**src/rtl/fetch_pkg.sv**
```systemverilog
// Shared fetch/decode types: the {pc, instr} entry carried through the fetch queue.
package fetch_pkg;

    typedef struct packed {
        logic [31:0] pc;
        logic [31:0] instr;
    } fetch_entry_t;

    localparam int          FETCH_WIDTH = 2;
    localparam logic [31:0] NOP_INSTR   = 32'h0000_0013;

endpackage

```
**src/rtl/fetch_queue_if.sv**
```systemverilog
// Fetch-side and decode-side handshake bundle of the fetch queue.
// The master modport is the fetch/decode pair; the slave modport is the queue.
interface fetch_queue_if;
    import fetch_pkg::*;

    logic                            flush;
    logic                            fq_in_valid;
    logic                            fq_in_ready;
    logic [31:0]                     fq_in_pc;
    logic [FETCH_WIDTH-1:0][31:0]    fq_in_instr;
    logic [FETCH_WIDTH-1:0]          fq_out_valid;
    logic [FETCH_WIDTH-1:0][31:0]    fq_out_pc;
    logic [FETCH_WIDTH-1:0][31:0]    fq_out_instr;
    logic [1:0]                      fq_deq_count;

    modport master (
        output flush, fq_in_valid, fq_in_pc, fq_in_instr, fq_deq_count,
        input  fq_in_ready, fq_out_valid, fq_out_pc, fq_out_instr
    );

    modport slave (
        input  flush, fq_in_valid, fq_in_pc, fq_in_instr, fq_deq_count,
        output fq_in_ready, fq_out_valid, fq_out_pc, fq_out_instr
    );

endinterface

```
**src/rtl/fetch_queue.sv**
```systemverilog
// Dual-width instruction fetch queue: accepts a {pc, instr} pair per fetch cycle,
// presents the oldest two entries to the dual-issue decoder, emptied by flush.
module fetch_queue
    import fetch_pkg::*;
#(
    parameter int DEPTH = 8
) (
    input  logic          clk,
    input  logic          rst,
    fetch_queue_if.slave  fq
);

    localparam int PTR_W = $clog2(DEPTH);
    localparam int CNT_W = $clog2(DEPTH + 1);

    fetch_entry_t       mem_q [DEPTH];
    logic [PTR_W-1:0]   wr_ptr_q, wr_ptr_d;
    logic [PTR_W-1:0]   rd_ptr_q, rd_ptr_d;
    logic [CNT_W-1:0]   count_q,  count_d;
    logic [CNT_W-1:0]   deq_req;
    logic [CNT_W-1:0]   deq_eff;
    logic               enq;
    logic [PTR_W-1:0]   wr_ptr_p1;
    logic [PTR_W-1:0]   rd_ptr_p1;

    // Ready depends only on the registered count so a same-cycle dequeue never frees space early.
    always_comb begin
        fq.fq_in_ready = (count_q <= CNT_W'(DEPTH - 2));
        enq            = fq.fq_in_valid & fq.fq_in_ready;
        wr_ptr_p1      = wr_ptr_q + PTR_W'(1);
        rd_ptr_p1      = rd_ptr_q + PTR_W'(1);
        deq_req        = CNT_W'(fq.fq_deq_count);
        deq_eff        = (deq_req > count_q) ? count_q : deq_req;
    end

    // Next pointers and occupancy; flush overrides any same-cycle enqueue or dequeue.
    always_comb begin
        wr_ptr_d = wr_ptr_q;
        rd_ptr_d = rd_ptr_q + PTR_W'(deq_eff);
        count_d  = count_q - deq_eff;
        if (enq) begin
            wr_ptr_d = wr_ptr_q + PTR_W'(2);
            count_d  = count_q + CNT_W'(2) - deq_eff;
        end
        if (fq.flush) begin
            wr_ptr_d = '0;
            rd_ptr_d = '0;
            count_d  = '0;
        end
    end

    // Pointer and count registers, cleared immediately on reset.
    always_ff @(posedge clk or posedge rst) begin
        if (rst) begin
            wr_ptr_q <= '0;
            rd_ptr_q <= '0;
            count_q  <= '0;
        end else begin
            wr_ptr_q <= wr_ptr_d;
            rd_ptr_q <= rd_ptr_d;
            count_q  <= count_d;
        end
    end

    // Storage writes both slots of an accepted pair; contents are not reset since count gates them.
    always_ff @(posedge clk) begin
        if (enq && !fq.flush) begin
            mem_q[wr_ptr_q]  <= '{pc: fq.fq_in_pc,             instr: fq.fq_in_instr[0]};
            mem_q[wr_ptr_p1] <= '{pc: fq.fq_in_pc + 32'd4,     instr: fq.fq_in_instr[1]};
        end
    end

    // Oldest two entries fall through combinationally; lanes without a valid entry read as zero.
    always_comb begin
        fq.fq_out_valid[0] = (count_q != '0);
        fq.fq_out_valid[1] = (count_q >= CNT_W'(2));
        fq.fq_out_pc       = '0;
        fq.fq_out_instr    = '0;
        if (fq.fq_out_valid[0]) begin
            fq.fq_out_pc[0]    = mem_q[rd_ptr_q].pc;
            fq.fq_out_instr[0] = mem_q[rd_ptr_q].instr;
        end
        if (fq.fq_out_valid[1]) begin
            fq.fq_out_pc[1]    = mem_q[rd_ptr_p1].pc;
            fq.fq_out_instr[1] = mem_q[rd_ptr_p1].instr;
        end
    end

endmodule
```
**src/flat_wrapper.sv**
```systemverilog
// flat-port wrapper written by rule: the top's interface ports become plain ports
module fetch_queue_flat import fetch_pkg::*;
#(
    parameter int DEPTH = 8
)
  (clk, rst, fq_flush, fq_fq_in_valid, fq_fq_in_pc, fq_fq_in_instr, fq_fq_deq_count, fq_fq_in_ready, fq_fq_out_valid, fq_fq_out_pc, fq_fq_out_instr);
  fetch_queue_if fq_i ();
  input  logic clk;
  input  logic rst;
  input wire logic [$bits(fq_i.flush)-1:0] fq_flush;
  input wire logic [$bits(fq_i.fq_in_valid)-1:0] fq_fq_in_valid;
  input wire logic [$bits(fq_i.fq_in_pc)-1:0] fq_fq_in_pc;
  input wire logic [$bits(fq_i.fq_in_instr)-1:0] fq_fq_in_instr;
  input wire logic [$bits(fq_i.fq_deq_count)-1:0] fq_fq_deq_count;
  output wire logic [$bits(fq_i.fq_in_ready)-1:0] fq_fq_in_ready;
  output wire logic [$bits(fq_i.fq_out_valid)-1:0] fq_fq_out_valid;
  output wire logic [$bits(fq_i.fq_out_pc)-1:0] fq_fq_out_pc;
  output wire logic [$bits(fq_i.fq_out_instr)-1:0] fq_fq_out_instr;
  assign fq_i.flush = fq_flush;
  assign fq_i.fq_in_valid = fq_fq_in_valid;
  assign fq_i.fq_in_pc = fq_fq_in_pc;
  assign fq_i.fq_in_instr = fq_fq_in_instr;
  assign fq_i.fq_deq_count = fq_fq_deq_count;
  assign fq_fq_in_ready = fq_i.fq_in_ready;
  assign fq_fq_out_valid = fq_i.fq_out_valid;
  assign fq_fq_out_pc = fq_i.fq_out_pc;
  assign fq_fq_out_instr = fq_i.fq_out_instr;
  fetch_queue #(.DEPTH(DEPTH)) u_core (.clk(clk), .rst(rst), .fq(fq_i));
endmodule
```
**config.mk**
```make
export PLATFORM = sky130hd
export DESIGN_NAME = fetch_queue_flat
export DESIGN_NICKNAME = d
export VERILOG_FILES = /design/src/rtl/fetch_pkg.sv /design/src/rtl/fetch_queue_if.sv /design/src/rtl/fetch_queue.sv /design/src/flat_wrapper.sv
export SDC_FILE = /design/constraint.sdc
export NUM_CORES = 1
export LEC_CHECK = 0
export CAP_MARGIN = 20
export CORE_MARGIN = 2
export CORE_UTILIZATION = 50
export DETAILED_ROUTE_END_ITERATION = 8
export GPL_ROUTABILITY_DRIVEN = 0
export PLACE_DENSITY_LB_ADDON = 0.2
export RECOVER_POWER = 25
export SLEW_MARGIN = 20
export SYNTH_ARGS = -nofsm -noshare
export SYNTH_HDL_FRONTEND = slang
export SYNTH_SLANG_ARGS = --single-unit
```
**constraint.sdc**
```tcl
create_clock -name clk -period 11.56 [get_ports clk]
set_clock_uncertainty 0.1 [all_clocks]
set_input_delay 3.468 -clock clk [delete_from_list [all_inputs] [get_ports clk]]
set_output_delay 3.468 -clock clk [all_outputs]
set_load 0.02 [all_outputs]
```
== Word level (Yosys, flattened, before mapping) ==
Memory sizes are Yosys's and may differ from the RTL's.
Cells that the tools add are included.
Word-level totals
  input port bits: 102
  bits in latches: 0
  bits in registers: 10
  ROM bits: 0
  word-level logic and storage cells: 32
  memories: 1
  memory bits (writable): 512
Memory list
  u_core.mem_q: depth 8, width 64, rd ports 2, clocked after Yosys merged registers in 0, write ports 2, RTL line fetch_queue.sv:16  | fetch_entry_t mem_q [DEPTH];
Cells by class
  $lt $le $gt $ge: 3
  muxes and demuxes: 12
  reduce and logical (&&, ||, !) cells: 4
  bitwise gates (word level): 1
  multiply operators: 0
  add/subtract/negate cells: 8
  eq/ne operators: 0
  div/mod/pow operators: 0
  shift-type cells: 0
Operators by type and width (count)
  $mux W32: 4
  $add A32 B3 Y32 const B: 1
  $mux W4: 3
  $mux W3: 3
  $sub A4 B4 Y4: 2
  $add A3 B1 Y3 const B: 2
  $add A4 B2 Y4 const B: 1
  $ge A4 B2 Y1 const B: 1
  $gt A2 B4 Y1: 1
  $le A4 B3 Y1 const B: 1
  $reduce_bool A4 Y1: 1
  $add A3 B2 Y3 const B: 1
  $add A3 B3 Y3: 1
  $mux W1: 2
  $reduce_bool A2 Y1: 1
  $and A1 B1 Y1: 1
  $logic_and A1 B1 Y1: 1
  $logic_not A1 Y1: 1

== Longest topological paths before layout ==
Gate-level depths: netlist of run 1.
  word-level depth: 5
  mapped depth: 14
  mapped depth without buffers: 14

== Worst setup path after synthesis of run 1 ==
Ideal clock, no wire load.
  path type: input to register
  start point: in fq_flush
  end point: mem u_core.mem_q[2][0] (netlist name) (enable)
  stages on the path: 4
  library setup time: 539 ps
  path buffers: 1
  data required time: 10921 ps
  arrival: 7867 ps
  path slack: 3054 ps
  cell sequence: nor4b_2 > nand2_1 > inv_2 > buf_1
RTL lines
  start, declared: RTL line flat_wrapper.sv:10  | input wire logic [$bits(fq_i.flush)-1:0] fq_flush;
  end, declared: RTL line fetch_queue.sv:16

== Worst setup path after layout of run 1 ==
  start point: reg u_core.rd_ptr_q[0]
  end point: out fq_fq_out_instr[55]
Between the ends
  longest elaborated chain between the ends: 3
RTL lines
  start, declared: RTL line fetch_queue.sv:18  | logic [PTR_W-1:0] rd_ptr_q, rd_ptr_d;
  start signal, assigned: RTL line fetch_queue.sv:60  | rd_ptr_q <= rd_ptr_d;
  $add A3 B1 Y3: RTL line fetch_queue.sv:31  | rd_ptr_p1 = rd_ptr_q + PTR_W'(1);
  $mem_v2 Z8 W64
  $mux W32: RTL line fetch_queue.sv:83  | if (fq.fq_out_valid[1]) begin
  end, declared: RTL line flat_wrapper.sv:18  | output wire logic [$bits(fq_i.fq_out_instr)-1:0] fq_fq_out_instr;
No other way between the ends.

==> run metrics, run 1 <==
clock-pin slew on the worst setup and hold paths 0.06 ns; ANT nets after route 0; post-synthesis instance area 27900 µm²; CTS Sinks 515; WHS 0.507 ns; maximum vdd drop 286 µV; CTS Hold Bufs 0; DRC viols 0; largest net degree at the start of global routing 145; Yosys top cell area share 54.4%; most frequent cell after synthesis nand2_1; Detailed Route WL 70.7 mm; Final setup violation count 0; input/output buffers 232; vias in the first global route 18.2k; Commonest cells post-synth nand2_1 (606), edfxtp_1 (506), mux4_2 (250); Area contributors post-synth edfxtp_1 (54%), mux4_2 (20%), nand2_1 (8.1%), clkbuf_1 (2.8%), mux2i_1 (2.3%); Die Wd 240 µm; multi-input logic area 11300 µm²; failing checks max-capacitance violations, max-slew violations; CTS H-Tree Depth 2; clk buf depth 3; full die area 57700 µm²; vias 17.7k; area grow syn2layout 15.0%; Seq/Total Area, Yosys 55.2%; Final WS setup 3.28 ns; synthesized area per cell 13.0 µm²; CP Data Arrival Time 4.71 ns; Final Util 58.3%; setup bufs post-CTS 0; f_max 121 MHz; vias per cell 5.96; Worst EP required 7.99 ns; fin. max-slew vios 84; share of synthesized flip-flops with an asynchronous set or reset 1.75%; Post-synth EDFFs 506; final non-filler cell total 2965; Initial Util 50.7%; outcome complete, but fails checks; FF+latch count, synth 515; synth unique cells 45; CTS Buf Count 55; synth warn 0; critical-path maximum fanout 144; grt total ovfl 0; Leakage 10.8 nW; max_slew headroom -136%; Final min period 8.28 ns; Core Area 55100 µm²; leading area contributor after synthesis edfxtp_1; register area 15400 µm²; Routed wire per std cell 23.9 µm; DP Cell Count 2861; global-route wire length before repair 107 mm; CTS tree yes; post-route cell area 32100 µm²; CP Class register to output port; First DRT Iteration DRCs 1362; die height 240 µm; final hold violation count 0; setup TNS 0 ns; Core Rows 86; filler cell count 4351; worst-skew pair later-pin latency 0.60 ns; Final Power 7.89 mW; part of the cycle the worst path needs 71.6%; Worst Setup End Kind output port; antenna violations before repair 7; CTS resizes 0; startpoint types register; Hold WC Path Type register to register; Mapped Nets 2265; RSZ-0062 raised after global routing false; first-pass detailed-route iteration total 5; DP HPWL 40.8 mm; dpl ws 3.78 ns; Gate Count Post-Synth 2143; pwr/cell area 246 nW/µm²; GRT Total Usage 24.8%; Placed Area 30300 µm²; layout cells sized above 1 17.3%; Nets 2292; Post-synth top flop edfxtp_1; root buffer cell clkbuf_16; max-cap viol count 2; Worst Max-Slew Pin Slew 3.54 ns; IO Pins 233
-- flip-flops by register name, indices dropped and copies added (netlist names) --
name             cells
u_core.mem_q       506
u_core.count_q       4
u_core.rd_ptr_q      3
u_core.wr_ptr_q      2
-- path summary, 6_finish.rpt --
| path | end | from | slack (ns) | cells past startpoint |
|---|---|---|---|---|
| max in group asynchronous | u_core.rd_ptr_q[0] | rst | 7.86 | 2 |
| min in group asynchronous | u_core.rd_ptr_q[1] | rst | 3.18 | 2 |
| worst max-delay path | fq_fq_out_instr[55] | u_core.rd_ptr_q[0] | 3.28 | 6 |
| worst min register to register | u_core.wr_ptr_q[2] | u_core.wr_ptr_q[2] | 0.51 | 2 |
| worst min-delay path | u_core.wr_ptr_q[2] | u_core.wr_ptr_q[2] | 0.51 | 2 |
| worst max register to register | u_core.mem_q[1][60] | u_core.count_q[3] | 6.61 | 8 |
-- placed cells by master, fill, tap and decap left out, drive strengths merged, types with 6 or more instances in the layout --
| cell | instances |
|---|---|
| nand2 | 606 |
| edfxtp | 506 |
| mux4 | 250 |
| clkdlybuf4s50 | 164 |
| nor2 | 105 |
| a21oi | 70 |
| dlygate4sd3 | 68 |
| xnor2 | 68 |
| clkbuf | 66 |
| mux2i | 64 |
| xor2 | 55 |
| buf | 21 |
| clkinv | 21 |
| ha | 18 |
| inv | 18 |
| nor3 | 17 |
| and3 | 12 |
| bufinv | 9 |
| dfrtp | 9 |
| nand4 | 7 |
| diode | 6 |
| nand3 | 6 |
| o21ai | 6 |
| nor4 | 6 |
-- per-layer routing --
layer,track usage (%),wire [µm],vias to the layer above,share of wire (%)
met5,0,30,-,0.042
met1,32.7,27800,9091,39
met4,8.79,2080,4,2.9
li1,-,-,7768,-
met2,42.0,36200,667,51
met3,3.77,4620,143,6.5
-- worst max-delay path: stages, from the launching register on --
cell             delay, ns
dfrtp_4               0.94
buf_12                0.77
buf_4                 0.89
mux4_2                0.60
nand2_1               0.10
a21oi_1               0.08
clkdlybuf4s50_1       0.62
-- cell type report --
type,count,share of cell area (%)
multi-input cells,1325,35.2
clock inverters,34,1.24
diodes,6,0.0468
well taps,748,2.91
repair buffers,255,7.78
clock buffers,64,4.52
flip-flops and latches,515,48.1
inverters,18,0.253
-- power breakdown --
part | internal, mW | leakage (nW) | total (mW) | switching, mW
clock network | 1.09 | 0.911 | 1.83 | 0.734
logic | 1.68 | 5.21 | 3.71 | 2.03
registers | 2.19 | 4.70 | 2.35 | 0.162
total | 4.97 | 10.8 | 7.89 | 2.92
-- cells by family after synthesis --
logic type | after synthesis | share of synthesized area (%)
flops | 515 | 55.2
fa+ha+maj | 20 | 0.950
compound gates | 82 | 1.52
buf+inv | 303 | 4.45
xor+xnor | 123 | 3.86
simple gates | 784 | 11.4
mux | 316 | 22.5
No activity file was read; power rests on OpenSTA's default activity.
==> inputs of run 2 (changes only) <==
==> constraint.sdc (replaced) <==
create_clock -name clk -period 8.4 [get_ports clk]
set_clock_uncertainty 0.1 [all_clocks]
set_input_delay 2.52 -clock clk [delete_from_list [all_inputs] [get_ports clk]]
set_output_delay 2.52 -clock clk [all_outputs]
set_load 0.02 [all_outputs]
==> run 2 against run 1 <==
Global-route usage up 0.32 points. Combinational power is 40% higher. First-iteration DRC count increased by 39%. Count of clock-buffer cells in the layout is 3 higher. Non-clock buffer count is 1 higher. Cell area fell by 0.51%. Sequential power rose by 35%. Via count is 0.13% lower. The flow still finishes with violations (max-capacitance violations, max-slew violations). Final cell count hardly changed. Sequential share of layout area is 0.24 points higher. Critical path type unchanged. Routed wire length increased by 0.44%. Die area did not move. Critical endpoint is now fq_fq_out_pc[34].
==> run metrics, run 2 (same netlist as run 1, synthesis figures left out) <==
Worst Setup End Kind output port; ANT nets after route 0; commonest non-fill, non-tap cell in the layout nand2_1; CP Data Arrival Time 4.33 ns; met1 Resource Use GR 34.1%; Most Crowded Layer GR met2; CTS Hold Bufs 0; failing checks max-capacitance violations, max-slew violations; largest net degree at the start of global routing 137; Final setup violation count 0; Detailed Route WL 71.1 mm; first-pass detailed-route iteration total 6; Worst R2R Path Depth 8; final hold violation count 0; crit-path cells buf_12 > buf_4 > mux4_2 > nand2_1 > a21oi_1 > clkdlybuf4s50_1; full die area 57700 µm²; area grow syn2layout 14.5%; Hold Path End u_core.wr_ptr_q[2]; max_slew headroom -119%; Die Wd 240 µm; global-route wire length before repair 108 mm; CTS H-Tree Depth 2; top flop regs u_core.mem_q: 506 flops, u_core.count_q: 4 flops, u_core.rd_ptr_q: 3 flops; Leakage 10.7 nW; outcome complete, but fails checks; input/output buffers 232; antenna violations before repair 8; Initial Util 50.7%; clock-pin slew on the worst setup and hold paths 0.06 ns; post-route cell area 31900 µm²; CTS resizes 0; part of the cycle the worst path needs 82.8%; Core Area 55100 µm²; CTS Buf Count 55; slowest library cell on the worst path buf_4; Hold WC Path Type register to register; HP Start u_core.wr_ptr_q[2]; root buffer cell clkbuf_16; RSZ-0062 raised after global routing false; Worst EP required 5.78 ns; GR Util met3 4.80%; most frequent cells in the layout nand2_1 (603), edfxtp_1 (506), mux4_2 (250); max-cap viol count 3; Final min period 6.95 ns; Placed Area 30300 µm²; vias per cell 5.95; routing usage on met2 41.3%; fin. max-slew vios 95; critical-path maximum fanout 136; GRT Total Usage 25.1%; reg-to-reg slack, setup 3.51 ns; Nets 2293; grt total ovfl 0; clk buf depth 3; Worst Max-Slew Pin Slew 3.28 ns; worst-skew pair later-pin latency 0.60 ns; CP max stage delay 0.86 ns; r2r startpoint u_core.count_q[3]; vias 17.7k; CTS tree yes; DP HPWL 40.2 mm; setup bufs post-CTS 0; setup TNS 0 ns; FF-to-FF End u_core.mem_q[1][58]; First DRT Iteration DRCs 1889; Core Rows 86; layout cells sized above 1 16.6%; DRC viols 0; Top reg by flops u_core.mem_q; WHS 0.529 ns; Hold Path Cell Cnt 2; IO Pins 233; CTS Sinks 515; filler cell count 4386; f_max 144 MHz; vias in the first global route 18.1k; CP top delay family buffers and inverters; startpoint types register; Routed wire per std cell 24.0 µm; pwr/cell area 333 nW/µm²; max reg flops 506; maximum vdd drop 314 µV; CP Class register to output port; die height 240 µm; Buf/Inv on CP 3
[run 2: cell types whose count changed in the layout (fill, tap and decap cells not counted), moves of 2 or more]
cell | before | now
clkinv_1 | 6 | 17
buf_4 | 20 | 15
clkbuf_1 | 9 | 13
bufinv_16 | 9 | 2
clkinvlp_4 | 3 | 1
clkinv_2 | 15 | 11
clkbuf_16 | 57 | 55
buf_12 | 1 | 7
[run 2: tightest hold or removal path, cell delays in order, from the launching register on]
cell and delay (ns):
dfrtp_1 0.44, nand2_1 0.09, a21oi_1 0.06
[run 2: metal layers]
layer / share of wire (%) / vias to the layer above
met5: 0.094 / -
met4: 2.3 / 12
met3: 8.2 / 127
met2: 50 / 680
met1: 40 / 9052
li1: - / 7779
[run 2: worst max-delay path by stage]
stage | start | end | slack (ns) | depth (start not counted)
2_1_floorplan | fq_flush | u_core.mem_q[2][0] | 0.84 | 4
3_3_place_gp | u_core.rd_ptr_q[0] | fq_fq_out_pc[53] | 2.09 | 6
3_5_place_dp | u_core.rd_ptr_q[0] | fq_fq_out_pc[34] | 2.02 | 6
4_1_cts | u_core.rd_ptr_q[0] | fq_fq_out_pc[34] | 1.35 | 6
5_1_grt | u_core.rd_ptr_q[0] | fq_fq_out_pc[34] | 1.15 | 6
6_report | u_core.rd_ptr_q[0] | fq_fq_out_pc[34] | 1.45 | 6
[run 2: per-stage QoR]
stage	std cells	worst slack [ns]	utilization [%]	power (mW)
4_1_cts	2962	1.35	58.0	10.7
6_report	2967	1.45	58.0	10.6
5_1_grt	2963	1.15	58.0	11.1
3_3_place_gp	2861	2.09	55.1	8.43
3_5_place_dp	2862	2.02	55.1	8.49
2_1_floorplan	2143	0.842	-	6.46
[run 2: final cells by class]
| type | instances | area, µm² | area share [%] |
|---|---|---|---|
| clock buffer | 67 | 1420 | 4.45 |
| clock inverter | 33 | 204 | 0.638 |
| tap | 748 | 936 | 2.93 |
| antenna | 5 | 12.5 | 0.0392 |
| multi-input combinational | 1325 | 11300 | 35.3 |
| timing repair buffer | 256 | 2580 | 8.09 |
| sequential | 515 | 15400 | 48.3 |
| inverter | 18 | 83.8 | 0.262 |
[run 2: power breakdown]
part | switching, mW | internal, mW
clock | 0.988 | 1.25
sequential | 0.159 | 3.02
combinational | 2.88 | 2.33
==> inputs of run 3 (changes only) <==
==> constraint.sdc (replaced) <==
create_clock -name clk -period 5.7 [get_ports clk]
set_clock_uncertainty 0.1 [all_clocks]
set_input_delay 1.71 -clock clk [delete_from_list [all_inputs] [get_ports clk]]
set_output_delay 1.71 -clock clk [all_outputs]
set_load 0.02 [all_outputs]
==> run 3 against run 2 <==
Total power grew 51%. Critical path type unchanged. Cell area grew 1.4%. Highest routed layer unchanged. The flow still finishes with violations (max-capacitance violations, max-slew violations). Combinational power grew 51%.
==> run metrics, run 3 (same netlist as run 1, synthesis figures left out) <==
final hold violation count 0; first-pass detailed-route iteration total 5; FF-to-FF End u_core.mem_q[7][47]; top flop regs u_core.mem_q: 506 flops, u_core.count_q: 4 flops, u_core.rd_ptr_q: 3 flops; register area 15400 µm²; setup TNS 0 ns; outcome complete, but fails checks; critical-path maximum fanout 46; root buffer cell clkbuf_16; largest net degree at the start of global routing 107; Nets 2310; Initial Util 50.7%; part of the cycle the worst path needs 95.5%; clock-pin slew on the worst setup and hold paths 0.06 ns; layout cells sized above 1 17.5%; CTS Hold Bufs 0; max-cap viol count 1; Setup crit end fq_fq_out_pc[58]; CTS resizes 0; fin. max-slew vios 34; Die Wd 240 µm; startpoint types register; area grow syn2layout 16.1%; grt total ovfl 0; Hold WC Path Type register to register; CTS tree yes; Worst Max-Slew Pin Slew 1.68 ns; CTS H-Tree Depth 2; Routed wire per std cell 23.9 µm; setup bufs post-CTS 0; vias per cell 5.93; input/output buffers 232; Net Sw Frac 37.3%; CTS Buf Count 53; DRC viols 0; max_slew headroom -11.9%; maximum vdd drop 366 µV; Detailed Route WL 71.3 mm; f_max 184 MHz; Top reg by flops u_core.mem_q; CP Data Arrival Time 3.63 ns; full die area 57700 µm²; Core Rows 86; Worst EP required 3.89 ns; CP Class register to output port; Cell Int Power 10.1 mW; Worst Setup End Kind output port; global-route wire length before repair 108 mm; antenna violations before repair 5; WHS 0.513 ns; Crit. Startpoint u_core.rd_ptr_q[0]; Switch Pwr 6.00 mW; failing checks max-capacitance violations, max-slew violations; GRT Total Usage 25.0%; Final setup violation count 0; Comb pwr share 48.9%; pwr/cell area 496 nW/µm²; CTS Sinks 515; r2r startpoint u_core.count_q[3]; Seq pwr share 28.7%; Placed Area 30600 µm²; Final min period 5.44 ns; First DRT Iteration DRCs 1519; reg-to-reg slack, setup 1.44 ns; vias 17.7k; DP HPWL 41.7 mm; post-route cell area 32400 µm²; ANT nets after route 0; clk buf depth 3; most frequent cells in the layout nand2_1 (603), edfxtp_1 (506), mux4_2 (250); Worst R2R Path Depth 9; clock power share 22.4%; max reg flops 506; multi-input logic area 11300 µm²; Core Area 55100 µm²; filler cell count 4379; die height 240 µm; Leakage 10.9 nW; RSZ-0062 raised after global routing false; commonest non-fill, non-tap cell in the layout nand2_1; vias in the first global route 18.1k; IO Pins 233; worst-skew pair later-pin latency 0.61 ns
run 3: changes by cell type in the layout (fill, tap and decap cells not counted), sizes merged:
cell      delta
clkinvlp     +3
bufinv       +6
clkinv       -9
diode        -3
clkbuf       -2
buf         +18
run 3: worst min-delay path by stage:
stage                       start            endpoint  slack (ns)  depth (start not counted)
5_1_grt        u_core.wr_ptr_q[2]  u_core.wr_ptr_q[2]        0.56                          2
2_1_floorplan  u_core.wr_ptr_q[2]  u_core.wr_ptr_q[2]        0.46                          2
6_report       u_core.wr_ptr_q[2]  u_core.wr_ptr_q[2]        0.51                          2
3_3_place_gp   u_core.wr_ptr_q[2]  u_core.wr_ptr_q[2]        0.48                          2
4_1_cts        u_core.wr_ptr_q[2]  u_core.wr_ptr_q[2]        0.52                          2
3_5_place_dp   u_core.wr_ptr_q[2]  u_core.wr_ptr_q[2]        0.51                          2
run 3: layout make-up:
type	count	area share (%)
inverters	18	0.251
well taps	748	2.89
diodes	2	0.0154
flip-flops and latches	515	47.6
multi-input cells	1325	34.9
repair buffers	275	8.88
clock buffers	64	4.35
clock inverters	33	1.12
run 3: stage by stage:
step	utilization [%]	power, mW	std cells	setup slack, ns
2_1_floorplan	-	9.50	2143	0.803
3_3_place_gp	55.6	12.5	2881	0.834
3_5_place_dp	55.6	12.6	2881	0.719
4_1_cts	58.8	16.2	2978	0.270
5_1_grt	58.8	16.8	2979	0.0619
6_report	58.8	16.1	2980	0.258
run 3: power groups by stage:
| stage | clock network [mW] | logic [mW] | registers [mW] |
|---|---|---|---|
| global route | 3.78 | 8.37 | 4.64 |
| detailed placement | 0 | 7.94 | 4.69 |
| finish | 3.60 | 7.86 | 4.61 |
| global placement | 0 | 7.87 | 4.67 |
| CTS | 3.65 | 7.97 | 4.61 |
| floorplan | 0 | 4.90 | 4.60 |
run 3: metal layers:
metal  vias to the layer above  share of wire [%]  GRT usage (%)
li1                       7811                  -              -
met1                      9151                 41           33.9
met2                       600                 51           42.2
met3                       120                6.2           3.58
met4                         4                2.4           7.55
met5                         -              0.036              0
run 3: critical path: stages (launching register included):
cell and delay [ns]:
dfrtp_4 0.60, ha_4 0.55, buf_12 0.34, mux4_2 0.26, nand2_1 0.05, a21oi_1 0.49
clkdlybuf4s50_1 0.71
